### src/rtl/ecc_mon_pkg.sv
// ecc_mon_pkg
// Shared definitions for the ECC read-path error monitor.
//   - err_type encodings reported on err_type
//   - capture FSM state encoding
//   - poison pattern substituted for unusable data when ECC_MON_POISON_EN is defined
package ecc_mon_pkg;

    localparam logic [1:0] ERR_NONE  = 2'b00;
    localparam logic [1:0] ERR_SBIT  = 2'b01;
    localparam logic [1:0] ERR_DBIT  = 2'b10;
    localparam logic [1:0] ERR_FAULT = 2'b11;

    typedef enum logic [1:0] {
        CAP_IDLE = 2'b00,
        CAP_SOFT = 2'b01,
        CAP_HARD = 2'b10
    } cap_state_e;

    // Wide enough for any supported data width; the top slices the low bits.
    localparam logic [63:0] POISON_PATTERN = '1;

endpackage

### src/rtl/ecc_sat_cnt.sv
// ecc_sat_cnt
// Saturating event counter with synchronous clear.
// Ports:
//   clk, rst_n : clock, asynchronous active-low reset
//   inc        : count one event this cycle
//   clr        : zero the count; an inc in the same cycle counts on top of zero
//   cnt        : current count, sticks at all-ones
module ecc_sat_cnt #(
    parameter int WIDTH = 16
) (
    input  logic             clk,
    input  logic             rst_n,
    input  logic             inc,
    input  logic             clr,
    output logic [WIDTH-1:0] cnt
);

    logic [WIDTH-1:0] cnt_q;
    logic [WIDTH-1:0] cnt_d;
    logic [WIDTH-1:0] base;

    always_comb begin
        base  = clr ? '0 : cnt_q;
        cnt_d = base;
        if (inc && (base != '1)) begin
            cnt_d = base + WIDTH'(1);
        end
    end

    always_ff @(posedge clk or negedge rst_n) begin
        if (!rst_n) begin
            cnt_q <= '0;
        end else begin
            cnt_q <= cnt_d;
        end
    end

    assign cnt = cnt_q;

endmodule

### src/rtl/ecc_53_err_monitor.sv
// ecc_53_err_monitor
// Registered stage behind the 53-bit ECC fault-detect stage on the FIFO read
// path. Registers the corrected word and its error flag, counts sbit/dbit/fault
// events with saturating counters, captures the address and type of the most
// severe error, and raises a sticky interrupt until clr.
// Ports:
//   clk, rst_n                 : clock, asynchronous active-low reset
//   rd_vld, rd_addr, data_in   : read word and its FIFO address
//   sbit_err, dbit_err, ecc_fault : per-read error flags (qualified by rd_vld)
//   clr                        : pulse clearing counters, capture and irq
//   out_vld, out_data, out_err : registered read word, 1-cycle latency
//   sbit_cnt, dbit_cnt, fault_cnt : saturating event counts
//   err_addr, err_type         : captured most-severe error
//   irq                        : level interrupt
// Build option: ECC_MON_POISON_EN forces out_data to all-ones when out_err is set.
module ecc_53_err_monitor
    import ecc_mon_pkg::*;
#(
    parameter int DATA_WIDTH  = 53,
    parameter int ADDR_WIDTH  = 8,
    parameter int CNT_WIDTH   = 16,
    parameter int SBIT_THRESH = 16
) (
    input  logic                  clk,
    input  logic                  rst_n,
    input  logic                  rd_vld,
    input  logic [ADDR_WIDTH-1:0] rd_addr,
    input  logic [DATA_WIDTH-1:0] data_in,
    input  logic                  sbit_err,
    input  logic                  dbit_err,
    input  logic                  ecc_fault,
    input  logic                  clr,
    output logic                  out_vld,
    output logic [DATA_WIDTH-1:0] out_data,
    output logic                  out_err,
    output logic [CNT_WIDTH-1:0]  sbit_cnt,
    output logic [CNT_WIDTH-1:0]  dbit_cnt,
    output logic [CNT_WIDTH-1:0]  fault_cnt,
    output logic [ADDR_WIDTH-1:0] err_addr,
    output logic [1:0]            err_type,
    output logic                  irq
);

    // Threshold minus one: an sbit increment starting from here or above
    // lands at/above the threshold (saturation included).
    localparam logic [CNT_WIDTH-1:0] THRESH_M1 = CNT_WIDTH'(SBIT_THRESH - 1);

    logic                  sbit_q_evt;
    logic                  dbit_q_evt;
    logic                  fault_q_evt;
    logic                  hard_evt;
    logic                  sbit_thr_hit;

    logic                  out_vld_q,  out_vld_d;
    logic [DATA_WIDTH-1:0] out_data_q, out_data_d;
    logic                  out_err_q,  out_err_d;
    cap_state_e            state_q,    state_d;
    logic [ADDR_WIDTH-1:0] err_addr_q, err_addr_d;
    logic [1:0]            err_type_q, err_type_d;
    logic                  irq_q,      irq_d;

    cap_state_e            state_base;
    logic [CNT_WIDTH-1:0]  sbit_base;

    assign sbit_q_evt  = rd_vld & sbit_err;
    assign dbit_q_evt  = rd_vld & dbit_err;
    assign fault_q_evt = rd_vld & ecc_fault;
    assign hard_evt    = dbit_q_evt | fault_q_evt;

    ecc_sat_cnt #(.WIDTH(CNT_WIDTH)) u_sbit_cnt (
        .clk(clk), .rst_n(rst_n), .inc(sbit_q_evt),  .clr(clr), .cnt(sbit_cnt)
    );
    ecc_sat_cnt #(.WIDTH(CNT_WIDTH)) u_dbit_cnt (
        .clk(clk), .rst_n(rst_n), .inc(dbit_q_evt),  .clr(clr), .cnt(dbit_cnt)
    );
    ecc_sat_cnt #(.WIDTH(CNT_WIDTH)) u_fault_cnt (
        .clk(clk), .rst_n(rst_n), .inc(fault_q_evt), .clr(clr), .cnt(fault_cnt)
    );

    // Data path: independent of clr.
    always_comb begin
        out_vld_d  = rd_vld;
        out_err_d  = hard_evt;
        out_data_d = out_data_q;
        if (rd_vld) begin
`ifdef ECC_MON_POISON_EN
            out_data_d = hard_evt ? POISON_PATTERN[DATA_WIDTH-1:0] : data_in;
`else
            out_data_d = data_in;
`endif
        end
    end

    // Capture FSM and irq. clr produces a cleared base state; any qualified
    // event this cycle is then applied on top of that base.
    always_comb begin
        state_base   = clr ? CAP_IDLE : state_q;
        sbit_base    = clr ? '0 : sbit_cnt;
        state_d      = state_base;
        err_addr_d   = clr ? '0 : err_addr_q;
        err_type_d   = clr ? ERR_NONE : err_type_q;
        sbit_thr_hit = sbit_q_evt && (sbit_base >= THRESH_M1);
        irq_d        = (clr ? 1'b0 : irq_q) | hard_evt | sbit_thr_hit;

        if (state_base != CAP_HARD) begin
            if (hard_evt) begin
                state_d    = CAP_HARD;
                err_addr_d = rd_addr;
                err_type_d = fault_q_evt ? ERR_FAULT : ERR_DBIT;
            end else if (sbit_q_evt && (state_base == CAP_IDLE)) begin
                state_d    = CAP_SOFT;
                err_addr_d = rd_addr;
                err_type_d = ERR_SBIT;
            end
        end
    end

    always_ff @(posedge clk or negedge rst_n) begin
        if (!rst_n) begin
            out_vld_q  <= 1'b0;
            out_data_q <= '0;
            out_err_q  <= 1'b0;
            state_q    <= CAP_IDLE;
            err_addr_q <= '0;
            err_type_q <= ERR_NONE;
            irq_q      <= 1'b0;
        end else begin
            out_vld_q  <= out_vld_d;
            out_data_q <= out_data_d;
            out_err_q  <= out_err_d;
            state_q    <= state_d;
            err_addr_q <= err_addr_d;
            err_type_q <= err_type_d;
            irq_q      <= irq_d;
        end
    end

    assign out_vld  = out_vld_q;
    assign out_data = out_data_q;
    assign out_err  = out_err_q;
    assign err_addr = err_addr_q;
    assign err_type = err_type_q;
    assign irq      = irq_q;

endmodule
### config.mk
export PLATFORM = sky130hd
export DESIGN_NAME = ecc_53_err_monitor
export DESIGN_NICKNAME = d
export VERILOG_FILES = /design/src/rtl/ecc_mon_pkg.sv /design/src/rtl/ecc_sat_cnt.sv /design/src/rtl/ecc_53_err_monitor.sv
export SDC_FILE = /design/constraint.sdc
export NUM_CORES = 1
export LEC_CHECK = 0
export CAP_MARGIN = 25
export CORE_MARGIN = 8
export CORE_UTILIZATION = 49
export DETAILED_ROUTE_END_ITERATION = 8
export PLACE_DENSITY = 0.86
export SYNTH_ARGS = -nofsm -noshare
export SYNTH_HDL_FRONTEND = slang
export SYNTH_SLANG_ARGS = --single-unit
### constraint.sdc
create_clock -name clk -period 3.1 [get_ports clk]
set_input_delay 0.31 -clock clk [delete_from_list [all_inputs] [get_ports clk]]
set_output_delay 0.31 -clock clk [all_outputs]
set_load 0.005 [all_outputs]
* Word-level counts from Yosys, hierarchy flattened
Index checks and enable logic that the tools add are counted.
Operators by class: bitwise gates (word level) 6, magnitude comparators 1, eq/ne operators 4, reductions and logical operators 6, add/subtract/negate cells 3, muxes and demuxes 20
Operator list (number):
- $mux W16 | 6
- $add A16 B1 Y16 const B | 3
- $ne A16 B16 Y1 const B | 3
- $mux W8 | 4
- $ge A16 B4 Y1 const B | 1
- $mux W2 | 8
- $logic_and A1 B1 Y1 | 5
- $and A1 B1 Y1 | 3
- $or A1 B1 Y1 | 3
- $logic_not A2 Y1 | 1
- $mux W1 | 2
- $ne A2 B2 Y1 const B | 1
Storage, ports and cells: output and inout port bits 114, input bits 68, word-level logic and storage cells 50, flip-flop bits (word level) 116

* Logic depth before layout (Yosys ltp)
depth in word-level cells 6, gate-level depth with buffers 10, mapped depth without buffers 7

* Cells and area by module
From an unflattened synthesis, not the netlist that was laid out.
Second synthesis, totals: cells, all modules 426, area total of the unflattened synthesis 5424.0 sq um
Modules (own cells, without submodules):
- ecc_sat_cnt | times used 3, cells an instance 85, sequential area each 400.4 sq um, area each 923.4 sq um
- ecc_53_err_monitor | times used 1, cells an instance 171, sequential area each 1701.6 sq um, area each 2653.8 sq um

* Worst setup path after synthesis
OpenSTA, ideal clock, no wires.
path type in2reg, from input port clr, to register u_dbit_cnt.cnt_q[1] (netlist: u_dbit_cnt.cnt[1]), library setup time 0.125 ns, cell stages on the path 9, required time 2.975 ns, arrival time 2.099 ns, path buffers 3, slack 0.876 ns, path through buf_2 clkbuf_1 nor2b_1 ha_1 and2_1 and3_1 buf_2 a21oi_4 mux2_2
On the way: longest elaborated chain between the ends 4, elaborated cells between the ends (all ways) 5, those cells by class add/sub (1); eq/ne (1); mux (2); reduce/logical (1)
RTL lines:
- start, declared | RTL line ecc_53_err_monitor.sv:32 | input logic clr,
- $mux W16 (*) | RTL line ecc_sat_cnt.sv:23 | base = clr ? '0 : cnt_q;
- parallel branches: the longest is 2 deep, another holds $add A16 B1 Y16
- $mux W16 (*) | RTL line ecc_sat_cnt.sv:25 | if (inc && (base != '1)) begin
- net u_dbit_cnt.cnt_d[1] | RTL line ecc_sat_cnt.sv:19 | logic [WIDTH-1:0] cnt_d;
- end signal, assigned | RTL line ecc_sat_cnt.sv:34 | cnt_q <= cnt_d;
- end, declared | RTL line ecc_sat_cnt.sv:18 | logic [WIDTH-1:0] cnt_q;
Mark *: on every way through the listed nets, which the timed path passes. A chain may end at the register's enable or synchronous reset.

* Worst setup path after layout
from register u_fault_cnt.cnt_q[0] (netlist: u_fault_cnt.cnt[0]), to register u_fault_cnt.cnt_q[12] (netlist: u_fault_cnt.cnt[12])
On the way: longest elaborated chain between the ends 4, elaborated cells between the ends (all ways) 5, those cells by class add/sub (1); eq/ne (1); mux (2); reduce/logical (1)
RTL lines (RTL line):
- start, declared | ecc_sat_cnt.sv:18
- start signal, assigned | ecc_sat_cnt.sv:34
- $mux W16 (*) | ecc_sat_cnt.sv:23
- parallel branches: the longest is 2 deep, another holds $add A16 B1 Y16
- $mux W16 (*) | ecc_sat_cnt.sv:25
- net u_fault_cnt.cnt_d[12] | ecc_sat_cnt.sv:19
Marks and branches as above.

==> out/results.ini <==
[run_status]
outcome = finished, final reports clean

[critical_path]
worst_path_dominant_cell_family = simple AND/OR/NAND/NOR gates
criticalPathCategory = register to register
critical_path_required_ns = 3.50
cp_num_buf_inv = 0
arrival_ns = 2.63
setup.worst_path.end_class = register
cp_slowest_stage_delay_ns = 0.63
critical-path-slowest-cell = sky130_fd_sc_hd__nor4_1
worst-path-max-fanout = 4
cp-start-kind = register
timing.critical_path.cells = nor2b_1 -> ha_1 -> nand3_1 -> nor4_1 -> nand4_1 -> xor2_1 -> nor2_1

[global_route]
maximum_number_of_pins_on_one_net_before_global_route_repair = 63
grt_usage_pct = 22.8
number_of_antenna_violations_at_the_first_check_in_global_routing = 0
grt_overflow = 0
grt_first_pass_wirelength_um = 25800
grt_pass1_vias = 4755

[power]
power_density_cells_nw_per_um2 = 560
vdd.ir_drop.worst_mv = 0.355
static_leakage_nw = 3.36

[floorplanning]
die_area_um2 = 14300
starting_utilization_of_the_core_area_pct = 50.6
floorplan.rows = 37
fp.dieW_um = 120
chipHeight_um = 120
io-pin-count = 182
design.core.area_um2 = 10400

[clock_network]
tritoncts_clock_tree = built
cts.path.max_buffers = 2
clk_pin_slew_worst_paths_ns = 0.06
h-tree-depth = 4
post_cts_setup_inserts = 0
clock-root-buffer = sky130_fd_sc_hd__clkbuf_8
cts.sinks = 116
worstSkewPairLatency_ns = 0.52
cts_made_buffers = 17

[synthesis]
yosys_most_used_dff = sky130_fd_sc_hd__dfrtp_1
synthMuxAreaShare_pct = 12.8
postSynth.asyncResetShare_pct = 100
syn_area_per_cell_um2 = 11.7
sequential_cell_area_fraction_in_the_yosys_report_pct = 55.3
complex_gate_fraction_of_the_synthesized_area_pct = 5.39
post_synth_most_frequent_cells = 116 x sky130_fd_sc_hd__dfrtp_1, 58 x sky130_fd_sc_hd__mux2_2, 50 x sky130_fd_sc_hd__nand2_1
synth_top_area_cell = sky130_fd_sc_hd__dfrtp_1
edff_count_synth = 0
postSynthCellCount = 447
yosys.area_share.adder_pct = 0.715
synth.most_common_cell = sky130_fd_sc_hd__dfrtp_1
yosys_warnings = 0
synth_simple_gate_area_share_pct = 17.9
post_synth_cell_types = 46
post-synth-top-area-fraction_pct = 55.3
post_synth_xor_area_fraction_pct = 6.17
synth_seq_cells = 116
postSynthNetCount = 518
synth_top_family_by_area = simple AND/OR/NAND/NOR gates
post_synth_instance_area_um2 = 5250
synth_top_cells_by_area = sky130_fd_sc_hd__dfrtp_1 55%, sky130_fd_sc_hd__mux2_2 12%, sky130_fd_sc_hd__xnor2_1 4.5%

[layout]
final_nets = 706
seq_area_um2 = 2900
area_taken_by_multi_input_logic_gates_um2 = 2260
layout.cell_area.non_filler_um2 = 7870
insertedDiodeCount = 0
drive_above_1_share_pct = 16.2
filler_instances = 675
area_growth_pct = 49.8

[drt]
drtPass1Iterations = 5
ant_nets = 0
dr.first_iter.drc_count = 357
via_count = 4303
detail_route.wl_per_cell_um = 20.4
drt-total-wl_um = 16000
vias_per_cell = 5.49
drt_drc_violations_left = 0

[timing]
finalClockSkew_ns = 0.00680
setup-tns-final_ns = 0
hold_violations = 0
max_clock_freq_ghz = 0.448
min_period_over_period_pct = 72.0
max-slew-margin-rel_pct = 29.5
report.final.slew_viol_count = 0
setup_viol = 0
finalWorstPathRequiredPeriod_ns = 2.23
grt_setup_unrepaired = no
worst_margin_slew_ns = 1.06

[job]
max_cap_violations = 0

[placed_design]
place.gp.congestion = 0.865
io_buffers = 181
placed_area_um2 = 7190
detailedPlacementHpwl_um = 11100

[hold_path]
worstHoldPathType = primary input to register

[final cells by class]
type / count / share of cell area, %
Sequential cell: 116 / 36.9
Multi-Input combinational cell: 310 / 28.7
Timing Repair Buffer: 186 / 23.5
Clock buffer: 23 / 5.93
Clock inverter: 9 / 2.51
Tap cell: 136 / 2.16
Inverter: 4 / 0.191
[repair_timing]
action / 4_1_cts / 5_1_grt
hold buffers: 1 / 0
gates resized for setup: 0 / 0
endpoints found under the hold margin: 54 / 0
[worst reg2reg max path, delay by kind of cell (launching register included)]
kind	cells	cell delay, ns
simple gates	5	1.30
fa+ha+maj	1	0.21
flops	1	0.41
xor+xnor	1	0.19
[through the flow]
step                      power [W]  setup WS, ns  instances  hold slack [ns]  util, %
after CTS                   0.00444         0.862        784           0.0646     75.8
after detailed placement    0.00222         0.533        751            0.418     69.3
after global routing        0.00456         0.702        784           0.0736     75.8
after floorplan             0.00185         0.876        447           0.0144        -
after global placement      0.00220         0.713        751            0.404     69.3
final                       0.00441         0.867        784           0.0816     75.8
[flip-flops by register name, summed over array words and instances (netlist names)]
name             count
err_addr             8
state_q              2
out_err              1
out_data            53
irq                  1
err_type             2
out_vld              1
u_dbit_cnt.cnt      16
u_fault_cnt.cnt     16
u_sbit_cnt.cnt      16
[cells in the final DEF, fill, tap and decap left out, types with 6 or more instances in the layout]
cell type                         count
sky130_fd_sc_hd__nand2_1             50
sky130_fd_sc_hd__o21ai_0             11
sky130_fd_sc_hd__dfrtp_1            116
sky130_fd_sc_hd__xor2_1              10
sky130_fd_sc_hd__clkdlybuf4s50_1    178
sky130_fd_sc_hd__and4_1               6
sky130_fd_sc_hd__nand3_1             13
sky130_fd_sc_hd__and2_1               6
sky130_fd_sc_hd__nor2_1              33
sky130_fd_sc_hd__nor2b_1             20
sky130_fd_sc_hd__bufinv_16            6
sky130_fd_sc_hd__and3_1               6
sky130_fd_sc_hd__a21oi_1             10
sky130_fd_sc_hd__clkbuf_16           16
sky130_fd_sc_hd__mux2_2              58
sky130_fd_sc_hd__xnor2_1             27
sky130_fd_sc_hd__nand4_1             15
[worst paths after layout]
check | startpoint | to | slack, ns | depth (start not counted)
max | u_fault_cnt.cnt[0] | u_fault_cnt.cnt[12] | 0.87 | 7
max in group asynchronous | rst_n | out_data[30] | 1.93 | 3
min reg2reg | out_data[16] | out_data[16] | 0.51 | 1
min | rd_vld | out_vld | 0.08 | 1
min in group asynchronous | rst_n | u_dbit_cnt.cnt[9] | 0.40 | 2
max reg2reg | u_fault_cnt.cnt[0] | u_fault_cnt.cnt[12] | 0.87 | 7
[cell families (layout without fill, tap and decap cells)]
kind of cell             after synthesis  in the layout
AO/OA/AOI/OAI                         38             38
XOR/XNOR                              37             37
AND/OR/NAND/NOR                      172            172
flip-flops                           116            116
buffers and inverters                 21            222
multiplexers                          60             60
adder cells (fa/ha/maj)                3              3
[metal layers]
metal	vias up	share of wire [%]	track usage, %
li1	1939	-	-
met1	2151	39	25.9
met2	187	49	37.6
met3	26	10	9.89
met4	0	1.7	7.96
met5	-	0	0
[power breakdown]
part	total (W)	switching (W)	internal (W)	leakage [nW]
sequential	0.00168	0.0000659	0.00161	1.47
combinational	0.000523	0.000200	0.000323	1.56
clock	0.00220	0.000673	0.00153	0.322
total	0.00441	0.000939	0.00347	3.36
(Power assumes the default switching activity.)
